## src/rtl/pong_pkg.sv

```systemverilog
// Purpose: shared game types, direction encodings and default playfield geometry.
// Latency: n/a (types, constants and a pure helper function only).
// Backpressure: n/a.
//
// The renderer and the controller both import this package so that they
// agree on screen, ball and paddle dimensions.
package pong_pkg;

  // Encodings are visible on the debug LEDs, so they are fixed explicitly.
  typedef enum logic [2:0] {
    ST_IDLE  = 3'd0,
    ST_SERVE = 3'd1,
    ST_PLAY  = 3'd2,
    ST_POINT = 3'd3,
    ST_OVER  = 3'd4
  } game_state_t;

  localparam int DEF_SCREEN_W  = 640;
  localparam int DEF_SCREEN_H  = 480;
  localparam int DEF_BALL_SIZE = 8;
  localparam int DEF_PADDLE_W  = 10;
  localparam int DEF_PADDLE_H  = 60;
  localparam int DEF_P1_X      = 50;
  localparam int DEF_P2_X      = 590;

  localparam logic DIR_RIGHT = 1'b0;
  localparam logic DIR_LEFT  = 1'b1;
  localparam logic DIR_DOWN  = 1'b0;
  localparam logic DIR_UP    = 1'b1;

  // Vertical span test between the ball and a paddle. The operands are
  // 11 bits wide so that y + size can never wrap for 10-bit coordinates.
  function automatic logic span_overlap(input logic [10:0] ball_top,
                                        input logic [10:0] pad_top,
                                        input logic [10:0] ball_size,
                                        input logic [10:0] pad_h);
    return ((ball_top + ball_size) > pad_top) && (ball_top < (pad_top + pad_h));
  endfunction

endpackage

```

## src/rtl/pong_btn_edge.sv

```systemverilog
// Purpose: synchronise an active-low asynchronous pushbutton and emit a press pulse.
// Latency: press_vld is high for one cycle, two to three clocks after the button falls.
// Backpressure: none; a pulse that the consumer does not act on is simply lost.
//
// Ports:
//   vga_clk   in   clock
//   rst       in   synchronous active-high reset (button reads as released)
//   btn_n     in   raw active-low button, asynchronous to vga_clk
//   press_vld out  one-cycle pulse on each high-to-low transition of btn_n
module pong_btn_edge (
  input  logic vga_clk,
  input  logic rst,
  input  logic btn_n,
  output logic press_vld
);

  // sync_q[0], sync_q[1] form the two-flop synchroniser; sync_q[2] holds the
  // previous synchronised level for edge detection.
  logic [2:0] sync_q;

  always_ff @(posedge vga_clk) begin
    if (rst) begin
      sync_q <= 3'b111;
    end else begin
      sync_q <= {sync_q[1:0], btn_n};
    end
  end

  // Falling edge of the synchronised level: it was high, now it is low.
  assign press_vld = sync_q[2] & ~sync_q[1];

endmodule

```

## src/rtl/pong_game_ctrl.sv

```systemverilog
// Purpose: pong game sequencer; owns ball position/velocity and scores, steps once per frame.
// Latency: all outputs registered; a frame_tick or button press is reflected one clock later.
// Backpressure: none; frame_tick and presses are consumed on arrival or ignored by state.
//
// Ports:
//   vga_clk, rst          clock and synchronous active-high reset
//   frame_tick            one-cycle pulse per frame (start of vertical blank)
//   start_n               raw active-low start button (asynchronous)
//   p1_y, p2_y            live top-y of the left / right paddles
//   ball_x, ball_y        ball top-left corner, ball_en ball visible
//   score_p1, score_p2    scores; game_over / winner (0 = P1, 1 = P2)
//   state                 current state encoding for debug LEDs
module pong_game_ctrl
  import pong_pkg::*;
#(
  parameter int SCREEN_W     = DEF_SCREEN_W,
  parameter int SCREEN_H     = DEF_SCREEN_H,
  parameter int BALL_SIZE    = DEF_BALL_SIZE,
  parameter int PADDLE_W     = DEF_PADDLE_W,
  parameter int PADDLE_H     = DEF_PADDLE_H,
  parameter int P1_X         = DEF_P1_X,
  parameter int P2_X         = DEF_P2_X,
  parameter int BALL_SPEED   = 2,
  parameter int WIN_SCORE    = 9,   // at most 15
  parameter int SERVE_FRAMES = 60   // at least 1
) (
  input  logic       vga_clk,
  input  logic       rst,
  input  logic       frame_tick,
  input  logic       start_n,
  input  logic [9:0] p1_y,
  input  logic [9:0] p2_y,
  output logic [9:0] ball_x,
  output logic [9:0] ball_y,
  output logic       ball_en,
  output logic [3:0] score_p1,
  output logic [3:0] score_p2,
  output logic       game_over,
  output logic       winner,
  output logic [2:0] state
);

  localparam int CW = $clog2(SERVE_FRAMES + 1);

  localparam logic [9:0]    CX         = 10'(SCREEN_W / 2 - BALL_SIZE / 2);
  localparam logic [9:0]    CY         = 10'(SCREEN_H / 2 - BALL_SIZE / 2);
  localparam logic [9:0]    SPD10      = 10'(BALL_SPEED);
  localparam logic [10:0]   SPD        = 11'(BALL_SPEED);
  localparam logic [10:0]   Y_MAX      = 11'(SCREEN_H - BALL_SIZE);
  localparam logic [10:0]   FACE_R     = 11'(P2_X - BALL_SIZE);
  localparam logic [10:0]   FACE_L     = 11'(P1_X + PADDLE_W);
  localparam logic [10:0]   BSZ        = 11'(BALL_SIZE);
  localparam logic [10:0]   PH         = 11'(PADDLE_H);
  localparam logic [3:0]    WIN        = 4'(WIN_SCORE);
  localparam logic [CW-1:0] SERVE_INIT = CW'(SERVE_FRAMES);

  game_state_t   st;
  logic          dx;
  logic          dy;
  logic [CW-1:0] serve_cnt;
  logic          scorer;     // 0 = P1 scored, 1 = P2 scored
  logic          press_vld;

  pong_btn_edge u_start (
    .vga_clk   (vga_clk),
    .rst       (rst),
    .btn_n     (start_n),
    .press_vld (press_vld)
  );

  // Next-frame candidates, computed every cycle but only committed on a
  // frame_tick while in PLAY. 11-bit arithmetic keeps every sum wrap-free.
  logic [10:0] x_w;
  logic [10:0] y_w;
  logic [10:0] y_new;
  logic        dy_new;
  logic        at_right;
  logic        at_left;
  logic        hit_r;
  logic        hit_l;
  logic [3:0]  sc_next;

  assign x_w = {1'b0, ball_x};
  assign y_w = {1'b0, ball_y};

  always_comb begin
    y_new  = y_w;
    dy_new = dy;
    if (dy == DIR_DOWN) begin
      if (y_w + SPD >= Y_MAX) begin
        y_new  = Y_MAX;
        dy_new = DIR_UP;
      end else begin
        y_new = y_w + SPD;
      end
    end else begin
      if (y_w <= SPD) begin
        y_new  = '0;
        dy_new = DIR_DOWN;
      end else begin
        y_new = y_w - SPD;
      end
    end
  end

  // Paddle overlap is judged against the ball's post-move y.
  assign at_right = (x_w + SPD) >= FACE_R;
  assign at_left  = x_w <= (FACE_L + SPD);
  assign hit_r    = span_overlap(y_new, {1'b0, p2_y}, BSZ, PH);
  assign hit_l    = span_overlap(y_new, {1'b0, p1_y}, BSZ, PH);
  assign sc_next  = (scorer ? score_p2 : score_p1) + 4'd1;

  assign state = st;

  always_ff @(posedge vga_clk) begin
    if (rst) begin
      st        <= ST_IDLE;
      ball_x    <= CX;
      ball_y    <= CY;
      ball_en   <= 1'b0;
      score_p1  <= '0;
      score_p2  <= '0;
      game_over <= 1'b0;
      winner    <= 1'b0;
      dx        <= DIR_RIGHT;
      dy        <= DIR_DOWN;
      serve_cnt <= '0;
      scorer    <= 1'b0;
    end else begin
      case (st)
        ST_IDLE: begin
          if (press_vld) begin
            ball_x    <= CX;
            ball_y    <= CY;
            serve_cnt <= SERVE_INIT;
            ball_en   <= 1'b1;
            st        <= ST_SERVE;
          end
        end

        ST_SERVE: begin
          // The tick that empties the counter only starts play; the ball
          // first moves on the following tick.
          if (frame_tick) begin
            serve_cnt <= serve_cnt - CW'(1);
            if (serve_cnt == CW'(1)) begin
              st <= ST_PLAY;
            end
          end
        end

        ST_PLAY: begin
          if (frame_tick) begin
            ball_y <= y_new[9:0];
            dy     <= dy_new;
            if (dx == DIR_RIGHT) begin
              if (!at_right) begin
                ball_x <= ball_x + SPD10;
              end else if (hit_r) begin
                ball_x <= FACE_R[9:0];
                dx     <= DIR_LEFT;
              end else begin
                scorer  <= 1'b0;
                ball_en <= 1'b0;
                st      <= ST_POINT;
              end
            end else begin
              if (!at_left) begin
                ball_x <= ball_x - SPD10;
              end else if (hit_l) begin
                ball_x <= FACE_L[9:0];
                dx     <= DIR_RIGHT;
              end else begin
                scorer  <= 1'b1;
                ball_en <= 1'b0;
                st      <= ST_POINT;
              end
            end
          end
        end

        ST_POINT: begin
          if (scorer) begin
            score_p2 <= sc_next;
          end else begin
            score_p1 <= sc_next;
          end
          if (sc_next == WIN) begin
            game_over <= 1'b1;
            winner    <= scorer;
            st        <= ST_OVER;
          end else begin
            // Serve toward the player who just conceded.
            ball_x    <= CX;
            ball_y    <= CY;
            dx        <= scorer ? DIR_LEFT : DIR_RIGHT;
            serve_cnt <= SERVE_INIT;
            ball_en   <= 1'b1;
            st        <= ST_SERVE;
          end
        end

        ST_OVER: begin
          if (press_vld) begin
            score_p1  <= '0;
            score_p2  <= '0;
            game_over <= 1'b0;
            dx        <= DIR_RIGHT;
            ball_x    <= CX;
            ball_y    <= CY;
            serve_cnt <= SERVE_INIT;
            ball_en   <= 1'b1;
            st        <= ST_SERVE;
          end
        end

        default: st <= ST_IDLE;
      endcase
    end
  end

endmodule

```

## config.mk

```make
export PLATFORM = sky130hd
export DESIGN_NAME = pong_game_ctrl
export DESIGN_NICKNAME = d
export VERILOG_FILES = /design/src/rtl/pong_pkg.sv /design/src/rtl/pong_btn_edge.sv /design/src/rtl/pong_game_ctrl.sv
export SDC_FILE = /design/constraint.sdc
export NUM_CORES = 1
export LEC_CHECK = 0
export CAP_MARGIN = 10
export CORE_ASPECT_RATIO = 0.75
export CORE_MARGIN = 2
export CORE_UTILIZATION = 57
export DETAILED_ROUTE_END_ITERATION = 12
export GPL_ROUTABILITY_DRIVEN = 0
export GPL_TIMING_DRIVEN = 0
export MAX_ROUTING_LAYER = met4
export PLACE_DENSITY = 0.82
export SYNTH_ARGS = -nofsm -noshare
export SYNTH_HDL_FRONTEND = slang
export SYNTH_SLANG_ARGS = --single-unit
```

## constraint.sdc

```tcl
create_clock -name vga_clk -period 5.6 [get_ports vga_clk]
set_input_delay 1.12 -clock vga_clk [delete_from_list [all_inputs] [get_ports vga_clk]]
set_output_delay 1.12 -clock vga_clk [all_outputs]
set_load 0.03 [all_outputs]
```

==> impl_metrics.json <==
{
  "instances_no_fill": 744,
  "min_path_cells": 1,
  "timing.rr.start": "ball_y[1]$_SDFFE_PP0P_",
  "dp_hpwl_um": 9666,
  "ys_warn_count": 0,
  "grt_pass1_wl_um": 20670,
  "avgSynthCellArea_um2": 7.868,
  "remaining_drc_errors": 0,
  "synth_area_leaders": "dfxtp_1, ha_1, xnor2_1, a21oi_1, nand2_1",
  "num_vias": 4513,
  "clk_pin_slew_ns": 0.09,
  "hold_class": "flop to flop",
  "synth_nets": 650,
  "multiInputGateArea_um2": 3311,
  "io_pins": 58,
  "regArea_um2": 900.9,
  "cp-start-kind": "flop",
  "rsz0062_at_grt": "false",
  "cts_resized": 0,
  "whs_ns": 0.4187,
  "run_status": "completed",
  "path_common_cell": "ha_1",
  "initial_utilization_pct": 58.17,
  "cts_buffer_depth": 2,
  "r2r_cells": 21,
  "netlist_top_cells_count": "ha_1, nand2_1, dfxtp_1",
  "path_cells": "ha_1 > buf_4 > and4_1 > nand4_1 > mux2_2 > a21o_1 > and2_1 > nand2_1 > o21ai_0 > ha_1 > xor2_1 > ha_1 > nand4_1 > o21bai_1 > a31o_2 > a21oi_1 > nor3_1 > o21ai_2 > a21oi_2 > nor2_2 > o221ai_1",
  "antenna_cells": 0,
  "fmax_mhz": 192.1,
  "synthFlopType": "dfxtp_1",
  "placed_cell_area_um2": 5216,
  "rows": 28,
  "clock_latency_ns": 0.30,
  "antenna_found_initial": 0,
  "fin_nets": 713,
  "hp-start": "u_start.sync_q[0]$_SDFF_PP1_",
  "synth_cells": 575,
  "grt_max_degree": 16,
  "finalCritPeriodShare_pct": 92.96,
  "max_cap_violations": 0,
  "setup.worst_path.end_class": "flop",
  "die_area_um2": 8673,
  "postLayoutCellArea_um2": 5315,
  "cts_tree": "built",
  "htreeDepth": 2,
  "critPathMaxStageDelay_ns": 0.40,
  "layout-drive-gt1-share_pct": 10.33,
  "drt_pass1_iterations": 5,
  "slowest_stage": "ha_1",
  "ys_ff_latch": 45,
  "die_x_um": 106.9,
  "grt_use_total_pct": 30.06,
  "setup_viol_count_final": 0,
  "p_leak_nw": 2.111,
  "cts_hold_buffers": 0,
  "wire_per_inst_um": 16.75,
  "core-area_um2": 7777,
  "synth_top_cell_area_share_pct": 19.91,
  "finalCriticalPeriod_ns": 5.206,
  "seq_area_frac_synth_pct": 19.91,
  "critPathRequiredTime_ns": 5.77,
  "synthDistinctLibCells": 85,
  "routed_wl_um": 12460,
  "die_h_um": 81.16,
  "tightest_slew_ns": 0.9379,
  "slew_headroom_pct": 36.82,
  "via_per_inst": 6.066,
  "power_density_nw_per_um2": 128.9,
  "fillers": 667,
  "worst-r2r-setup-slack_ns": 0.39,
  "slew_viol_final": 0,
  "fin_tns_setup_ns": 0,
  "synth.most_common_cell": "ha_1",
  "grt_overflow": 0,
  "clock_sinks": 45,
  "cp_data_arrival_time_ns": 5.37,
  "port_buffers": 56,
  "area_delta_synth_final_pct": 17.48,
  "synth_edf_count": 0,
  "crit_path_max_fanout": 9,
  "postCtsSetupBuffers": 0,
  "finalPower_mw": 0.6850,
  "grt_pass1_vias": 4312,
  "peakVddDrop_mv": 0.1522,
  "hold_viol_final": 0,
  "fin_skew_ns": 0.003024,
  "hold_end": "u_start.sync_q[1]$_SDFF_PP1_",
  "route.antenna.remaining_nets": 0,
  "crit_type": "flop to flop",
  "yosysTopAreaCell": "dfxtp_1",
  "numCtsBuffers": 5,
  "cts_root_buffer": "clkbuf_8",
  "dp.cells": 736,
  "drt_iter0_markers": 318,
  "synth_area_um2": 4524,
  "synthArstFlopShare_pct": 0,
  "worstReg2RegEnd": "ball_x[8]$_SDFFE_PP1P_"
}
-- state kept, by name, indices dropped and copies added (netlist names) --
signal	count
score_p2	4
score_p1	4
winner	1
scorer	1
game_over	1
state	3
ball_x	9
ball_en	1
serve_cnt	6
ball_y	10
dx	1
dy	1
u_start.sync_q	3
-- placed cells by master (no fill, tap or decap), types with 6 or more instances in the layout --
cell / Yosys / routed
a21o_1: 6 / 6
o21ai_0: 22 / 22
mux2i_1: 14 / 14
nand2b_1: 15 / 15
clkbuf_8: 0 / 6
nor2b_1: 6 / 6
buf_2: 12 / 12
o22ai_1: 10 / 10
nor3_1: 29 / 29
ha_1: 51 / 51
nand2_1: 46 / 46
a211oi_1: 7 / 7
xnor2_1: 26 / 26
o21a_1: 6 / 6
clkdlybuf4s50_1: 0 / 56
nor2_1: 42 / 42
or2_2: 7 / 7
nand3_1: 21 / 21
clkbuf_1: 7 / 7
dfxtp_1: 45 / 45
inv_1: 39 / 39
a21oi_1: 40 / 40
o211ai_1: 7 / 7
-- area by class of cell --
cell class / count / share of cell area (%)
clock inverter: 2 / 0.3060
sequential: 45 / 16.95
buffer: 28 / 3.060
multi-input combinational: 462 / 62.29
clock buffer: 6 / 1.554
inverter: 40 / 2.825
tap: 105 / 2.472
timing repair buffer: 56 / 10.55
-- power breakdown --
part	internal (mW)	leakage [nW]	switching (mW)
registers	0.325	0.364	0.00489
clock network	0.102	0.0478	0.120
logic	0.0623	1.70	0.0712
-- critical path: cells and delay by family, from the launching register on --
family                   cells  cell delay (ns)
AND/OR/NAND/NOR              7             1.28
buffers and inverters        1             0.16
multiplexers                 1             0.37
AO/OA/AOI/OAI                8             1.72
adder cells (fa/ha/maj)      3             0.94
flip-flops                   1             0.37
XOR/XNOR                     1             0.20
-- how the worst max path moves through the flow --
| stage | startpoint | end | cells after the start |
|---|---|---|---|
| after floorplan | ball_y[1]$_SDFFE_PP0P_ | ball_x[4]$_SDFFE_PP1P_ | 21 |
| after global placement | ball_y[1]$_SDFFE_PP0P_ | ball_x[1]$_SDFFE_PP0P_ | 21 |
| after detailed placement | ball_y[1]$_SDFFE_PP0P_ | ball_x[8]$_SDFFE_PP1P_ | 21 |
| after CTS | ball_y[1]$_SDFFE_PP0P_ | ball_x[8]$_SDFFE_PP1P_ | 21 |
| after global routing | ball_y[3]$_SDFFE_PP1P_ | ball_x[4]$_SDFFE_PP1P_ | 21 |
| final | ball_y[1]$_SDFFE_PP0P_ | ball_x[8]$_SDFFE_PP1P_ | 21 |
-- cells by family after synthesis --
| kind of cell | after synthesis | synth area share, % |
|---|---|---|
| AO/OA/AOI/OAI | 147 | 22.95 |
| XOR/XNOR | 31 | 6.001 |
| adder cells (fa/ha/maj) | 51 | 14.10 |
| buffers and inverters | 68 | 6.913 |
| flip-flops | 45 | 19.91 |
| multiplexers | 18 | 4.203 |
| other | 1 | 0.08289 |
| AND/OR/NAND/NOR | 214 | 25.83 |
-- routing by layer --
metal,part of all wire [%],vias up,track usage (%)
met5,0,-,-
met3,7.5,18,4.093
met1,46,2100,41.27
met4,0.93,0,3.636
li1,-,2211,-
met2,45,184,48.92
-- through the flow --
| step | util [%] | setup slack (ns) |
|---|---|---|
| finish | 68.34 | 0.3942 |
| global route | 68.34 | 0.05972 |
| CTS | 68.34 | 0.4947 |
| detailed placement | 67.07 | 0.5242 |
| global placement | 67.07 | 0.6279 |
| floorplan | - | 1.160 |
Power figures use the tool's default switching activity.
